===== src/rtl/width_conv_pkg.sv =====
// Shared sizing helpers for the narrow-link width converters (serializer and reassembler sides).
package width_conv_pkg;

  function automatic int ceil_div(input int a, input int b);
    return (a + b - 1) / b;
  endfunction

  function automatic int cnt_width(input int n);
    return $clog2(n + 1);
  endfunction

endpackage


===== src/rtl/width_reasm_slot.sv =====
// One-entry word+count holding register with valid/ready on both sides; the reassembler's output stage.
module width_reasm_slot #(
  parameter int WORD_WIDTH = 10,
  parameter int CNT_W      = 3
) (
  input  logic                  clk,
  input  logic                  rst_n,
  input  logic                  load_valid,
  input  logic [WORD_WIDTH-1:0] load_word,
  input  logic [CNT_W-1:0]      load_count,
  output logic                  load_ready,
  output logic                  valid,
  output logic [WORD_WIDTH-1:0] word,
  output logic [CNT_W-1:0]      count,
  input  logic                  ready
);

  // Slot is free when empty or being drained this cycle.
  assign load_ready = !valid || ready;

  always_ff @(posedge clk or negedge rst_n) begin
    if (!rst_n) begin
      valid <= 1'b0;
      word  <= '0;
      count <= '0;
    end else if (load_ready) begin
      valid <= load_valid;
      if (load_valid) begin
        word  <= load_word;
        count <= load_count;
      end
    end
  end

endmodule


===== src/rtl/width_reassembler.sv =====
// Serial-to-parallel receiver: packs LSB-first CHUNK_WIDTH beats into WORD_WIDTH words, with early-last support.
module width_reassembler
  import width_conv_pkg::*;
#(
  parameter int WORD_WIDTH  = 10,
  parameter int CHUNK_WIDTH = 2,
  localparam int NUM_CHUNKS = ceil_div(WORD_WIDTH, CHUNK_WIDTH),
  localparam int CNT_W      = cnt_width(NUM_CHUNKS)
) (
  input  logic                   clk,
  input  logic                   rst_n,
  input  logic                   valid_in,
  input  logic [CHUNK_WIDTH-1:0] chunk_in,
  input  logic                   last_in,
  output logic                   ready_in,
  output logic                   valid_out,
  output logic [WORD_WIDTH-1:0]  word_out,
  output logic [CNT_W-1:0]       count_out,
  input  logic                   ready_out
);

  localparam int BUF_W = NUM_CHUNKS * CHUNK_WIDTH;

  if (WORD_WIDTH <= CHUNK_WIDTH) begin : g_bad_widths
    $error("width_reassembler: WORD_WIDTH must exceed CHUNK_WIDTH");
  end

  logic [BUF_W-1:0]      asm_buf;
  logic [BUF_W-1:0]      next_buf;
  logic [CNT_W-1:0]      asm_cnt;
  logic [CNT_W-1:0]      comp_cnt;
  logic                  asm_full;
  logic                  accept;
  logic                  complete;
  logic                  slot_load;
  logic                  slot_ready;
  logic [WORD_WIDTH-1:0] slot_word;
  logic [CNT_W-1:0]      slot_cnt;

  // Buffer padded to whole chunks; the top chunk's excess bits are dropped when the word is taken.
  always_comb begin
    next_buf = asm_buf;
    for (int unsigned i = 0; i < NUM_CHUNKS; i++) begin
      if (asm_cnt == CNT_W'(i)) begin
        next_buf[i*CHUNK_WIDTH +: CHUNK_WIDTH] = chunk_in;
      end
    end
  end

  assign ready_in  = !asm_full;
  assign accept    = valid_in && !asm_full;
  assign comp_cnt  = asm_cnt + CNT_W'(1);
  assign complete  = accept && (last_in || (asm_cnt == CNT_W'(NUM_CHUNKS - 1)));

  // A held word always goes first; no beat is accepted while one is held, so the two never collide.
  assign slot_load = asm_full || complete;
  assign slot_word = asm_full ? asm_buf[WORD_WIDTH-1:0] : next_buf[WORD_WIDTH-1:0];
  assign slot_cnt  = asm_full ? asm_cnt : comp_cnt;

  always_ff @(posedge clk or negedge rst_n) begin
    if (!rst_n) begin
      asm_buf  <= '0;
      asm_cnt  <= '0;
      asm_full <= 1'b0;
    end else if (asm_full) begin
      if (slot_ready) begin
        asm_buf  <= '0;
        asm_cnt  <= '0;
        asm_full <= 1'b0;
      end
    end else if (accept) begin
      if (complete && slot_ready) begin
        asm_buf <= '0;
        asm_cnt <= '0;
      end else begin
        asm_buf  <= next_buf;
        asm_cnt  <= comp_cnt;
        asm_full <= complete;
      end
    end
  end

  width_reasm_slot #(
    .WORD_WIDTH (WORD_WIDTH),
    .CNT_W      (CNT_W)
  ) u_slot (
    .clk        (clk),
    .rst_n      (rst_n),
    .load_valid (slot_load),
    .load_word  (slot_word),
    .load_count (slot_cnt),
    .load_ready (slot_ready),
    .valid      (valid_out),
    .word       (word_out),
    .count      (count_out),
    .ready      (ready_out)
  );

endmodule


===== config.mk =====
export PLATFORM = sky130hd
export DESIGN_NAME = width_reassembler
export DESIGN_NICKNAME = d
export VERILOG_FILES = /design/src/rtl/width_conv_pkg.sv /design/src/rtl/width_reasm_slot.sv /design/src/rtl/width_reassembler.sv
export SDC_FILE = /design/constraint.sdc
export NUM_CORES = 1
export LEC_CHECK = 0
export BUFFER_PORTS_ARGS = -buffer_cell sky130_fd_sc_hd__buf_4
export CAP_MARGIN = 20
export CORE_ASPECT_RATIO = 0.7
export CORE_MARGIN = 5
export CORE_UTILIZATION = 60
export CTS_BUF_LIST = sky130_fd_sc_hd__clkbuf_16
export CTS_CLUSTER_SIZE = 10
export DETAILED_ROUTE_END_ITERATION = 7
export GPL_ROUTABILITY_DRIVEN = 0
export HOLD_SLACK_MARGIN = 0.12
export PLACE_DENSITY = 0.85
export SYNTH_ARGS = -nofsm -noshare
export SYNTH_HDL_FRONTEND = slang
export SYNTH_SLANG_ARGS = --single-unit

===== constraint.sdc =====
create_clock -name clk -period 2.4 [get_ports clk]
set_input_delay 0.12 -clock clk [delete_from_list [all_inputs] [get_ports clk]]
set_output_delay 0.12 -clock clk [all_outputs]
set_load 0.01 [all_outputs]

==> out/qor.yml <==
cells_and_area:
  seq_area_um2: 701
  finish.net_count: 203
  fillers: 191
  count_of_antenna_diodes_in_the_layout: 0
  area.growth.synth_to_final_pct: 13.5
  multi_input_area_um2: 981
  mostFrequentLayoutCells: "dfrtp_1 (28), buf_4 (26), mux2i_1 (22)"
  mostFrequentLayoutCell: "dfrtp_1"
  share_of_cells_above_drive_strength_1_pct: 24.7
die:
  ports: 22
  placementRows: 16
  die_x_um: 76.0
  die_height_um: 56.2
  die_area_mm2: 0.00428
  design.core.area_mm2: 0.00286
  floorplan.initialDensity_pct: 64.0
grt:
  global_route.usage.total_pct: 19.4
  number_of_global_route_vias_before_repair: 1400
  initial_antenna_violation_count: 0
  grt_start_max_net_pins: 29
  overflow: 0
  first_pass_grt_wire_length_um: 6820
logic_synthesis:
  synth_top_area_share_pct: 38.3
  synth_ff_type: "dfrtp_1"
  syn-instance-count: 171
  yosys.cell_types.count: 35
  top_cells_by_area_in_the_synthesized_netlist: "dfrtp_1 (38%), mux2i_1 (12%), a221oi_2 (7.4%), nand2b_1 (5.1%), o2bb2a_1 (4.9%)"
  postSynthRegisterBits: 28
  synth_enable_flop_cells: 0
  netlist_area_mm2: 0.00183
  synthesis.nets: 183
  yosys_warnings: 0
  synth_largest_area_cell: "dfrtp_1"
  synth_seq_area_share_pct: 38.3
  synth_async_sr_flop_share_pct: 100
  syn-mean-instance-area_um2: 10.7
clocking:
  cts_root_buf: "clkbuf_16"
  tritoncts_clock_tree: "done"
  cts-resized-gates: 0
  h_tree_level_count: 1
  insertion_delay_ns: 0.26
  number_of_sinks_handled_by_clock_tree_synthesis: 28
  clock_path_buffers: 2
  cts_inserted_buffers: 3
  clk_pin_slew_ns: 0.07
detailed_routing:
  drt_iter0_drc: 160
  route.antenna.remaining_nets: 0
  routedWlPerCell_um: 17.8
  via_per_inst: 6.10
  drc: 0
  detail_route.wirelength_um: 4030
  via_count_of_the_routed_design: 1379
  first_pass_iters: 4
pwr:
  overall_power_mw: 2.03
  total_switching_power_mw: 0.756
  power.clock.fraction_pct: 18.9
  power.share.switching_pct: 37.2
  internal-power_mw: 1.28
  vdd.ir_drop.worst_uv: 664
  pwr_density_cell_mw_per_mm2: 977
  combPwrFrac_pct: 42.5
  cellLeakagePower_nw: 0.984
  seq_power_share_pct: 38.6
timing:
  layout_min_cycle_time_ns: 2.05
  final_min_period_over_clock_period_pct: 85.5
  fin_setup_tns_ns: 0
  max_freq_mhz: 487
  final.setup_skew_ns: 0.00367
  transition_time_of_the_tightest_slew_check_pin_ns: 0.936
  hold_viol: 0
  setup_repair_after_global_routing_missed_its_margin: "false"
  maxSlewViolCount: 0
  final_setup_fails: 0
  worst_slew_margin_rel_pct: 37.1
critical_path:
  start_kind: "flop"
  critical_path_arrival_ns: 2.14
  crit_path_start: "asm_cnt[0]"
  critPathMaxFanout: 12
  crit_family: "simple AND/OR/NAND/NOR gates"
  path_class: "flop to flop"
  cpPeakStageDelay_ns: 0.72
  worst_ep_required_time_ns: 2.48
  critical_path_cell_by_cell: "inv_1 -> ha_1 -> a21oi_4 -> nor4_4 -> a221oi_1"
  critical_path.endpoint_type: "flop"
  critical_path.reg2reg.startpoint: "asm_cnt[0]"
  critical_path_buf_inv_count: 1
  crit_path_top_delay_cell: "nor4_4"
flow_run:
  max_cap_violations: 0
outcome:
  outcome: "completed"
min_path:
  critical_hold_path_startpoint: "valid_in"
  type_of_the_tightest_min_delay_check: "input port to flop"
placement:
  place.port_buffers: 21
  post-dp-hpwl_um: 2790
-- cells by family after synthesis --
group                      after synthesis  share of synthesized area, %
AOI/OAI and AO/OA                       41                          23.9
and+or+nand+nor                         45                          14.2
buffers and inverters                   30                          8.20
adders and majority gates                5                          3.42
muxes                                   22                          12.0
DFF                                     28                          38.3
-- power groups by stage --
stage,Combinational (mW),Sequential (mW),Clock (mW)
after floorplan,0.546,0.792,0
after global placement,0.831,0.771,0
after detailed placement,0.861,0.783,0
after CTS,0.868,0.781,0.388
after global routing,0.942,0.811,0.411
final,0.864,0.783,0.384
-- cell type report --
| type | instances | area share [%] |
|---|---|---|
| inverters | 18 | 3.25 |
| flip-flops and latches | 28 | 33.7 |
| multi-input cells | 113 | 47.2 |
| well taps | 36 | 2.17 |
| repair buffers | 27 | 9.87 |
| clock buffers | 3 | 3.61 |
| clock inverters | 1 | 0.181 |
-- per-stage QoR --
step | worst slack [ns] | util [%] | cells | cell area (um2) | hold slack [ns]
3_5_place_dp | 0.354 | 69.5 | 221 | 1990 | 0.0656
2_1_floorplan | 0.783 | - | 171 | 1830 | -0.176
3_3_place_gp | 0.459 | 69.5 | 221 | 1990 | 0.0572
4_1_cts | 0.364 | 72.6 | 226 | 2080 | 0.312
6_report | 0.347 | 72.6 | 226 | 2080 | 0.310
5_1_grt | 0.192 | 72.6 | 226 | 2080 | 0.314
-- synth_stat cells (3+ instances only) --
cell type	number
clkbuf_1	3
ha_1	5
buf_6	3
nand2_1	12
dfrtp_1	28
inv_1	17
a221oi_2	9
nor2_1	4
or2b_1	3
o31ai_1	9
buf_2	3
nand2b_1	15
buf_4	3
o2bb2a_1	9
a221oi_1	3
mux2i_1	22
-- path summary, 6_finish.rpt --
kind	to	slack, ns	cells after the start
setup / recovery	u_slot.word[8]	0.35	5
hold / removal	u_slot.count[0]	0.31	3
hold reg to reg	asm_buf[7]	0.54	1
setup reg to reg	u_slot.word[8]	0.35	5
max in group asynchronous	u_slot.word[1]	1.81	2
min in group asynchronous	asm_buf[8]	0.32	2
-- per-layer routing --
metal	GRT usage, %	vias up	wire [um]
li1	-	656	-
met1	28.5	681	1960
met2	29.4	38	1850
met3	4.05	4	193
met4	3.55	0	27
met5	0	-	0
-- state kept, by name, indices dropped and copies added, names as in the netlist --
signal	cells
u_slot.valid	1
asm_full	1
u_slot.word	10
u_slot.count	3
asm_cnt	3
asm_buf	10
-- worst register-to-register path, delay by kind of cell, from the launching register on --
family                   cells  cell delay [ns]
AND/OR/NAND/NOR              1             0.72
AO/OA/AOI/OAI                2             0.28
buffers and inverters        1             0.13
adder cells (fa/ha/maj)      1             0.29
flip-flops                   1             0.46
-- timing repair --
| action | 4_1_cts | 5_1_grt |
|---|---|---|
| hold buffers | 1 | 0 |
| buffers inserted | 0 | 0 |
| hold endpoints to repair | 28 | 0 |
Power figures use the tool's default switching activity.
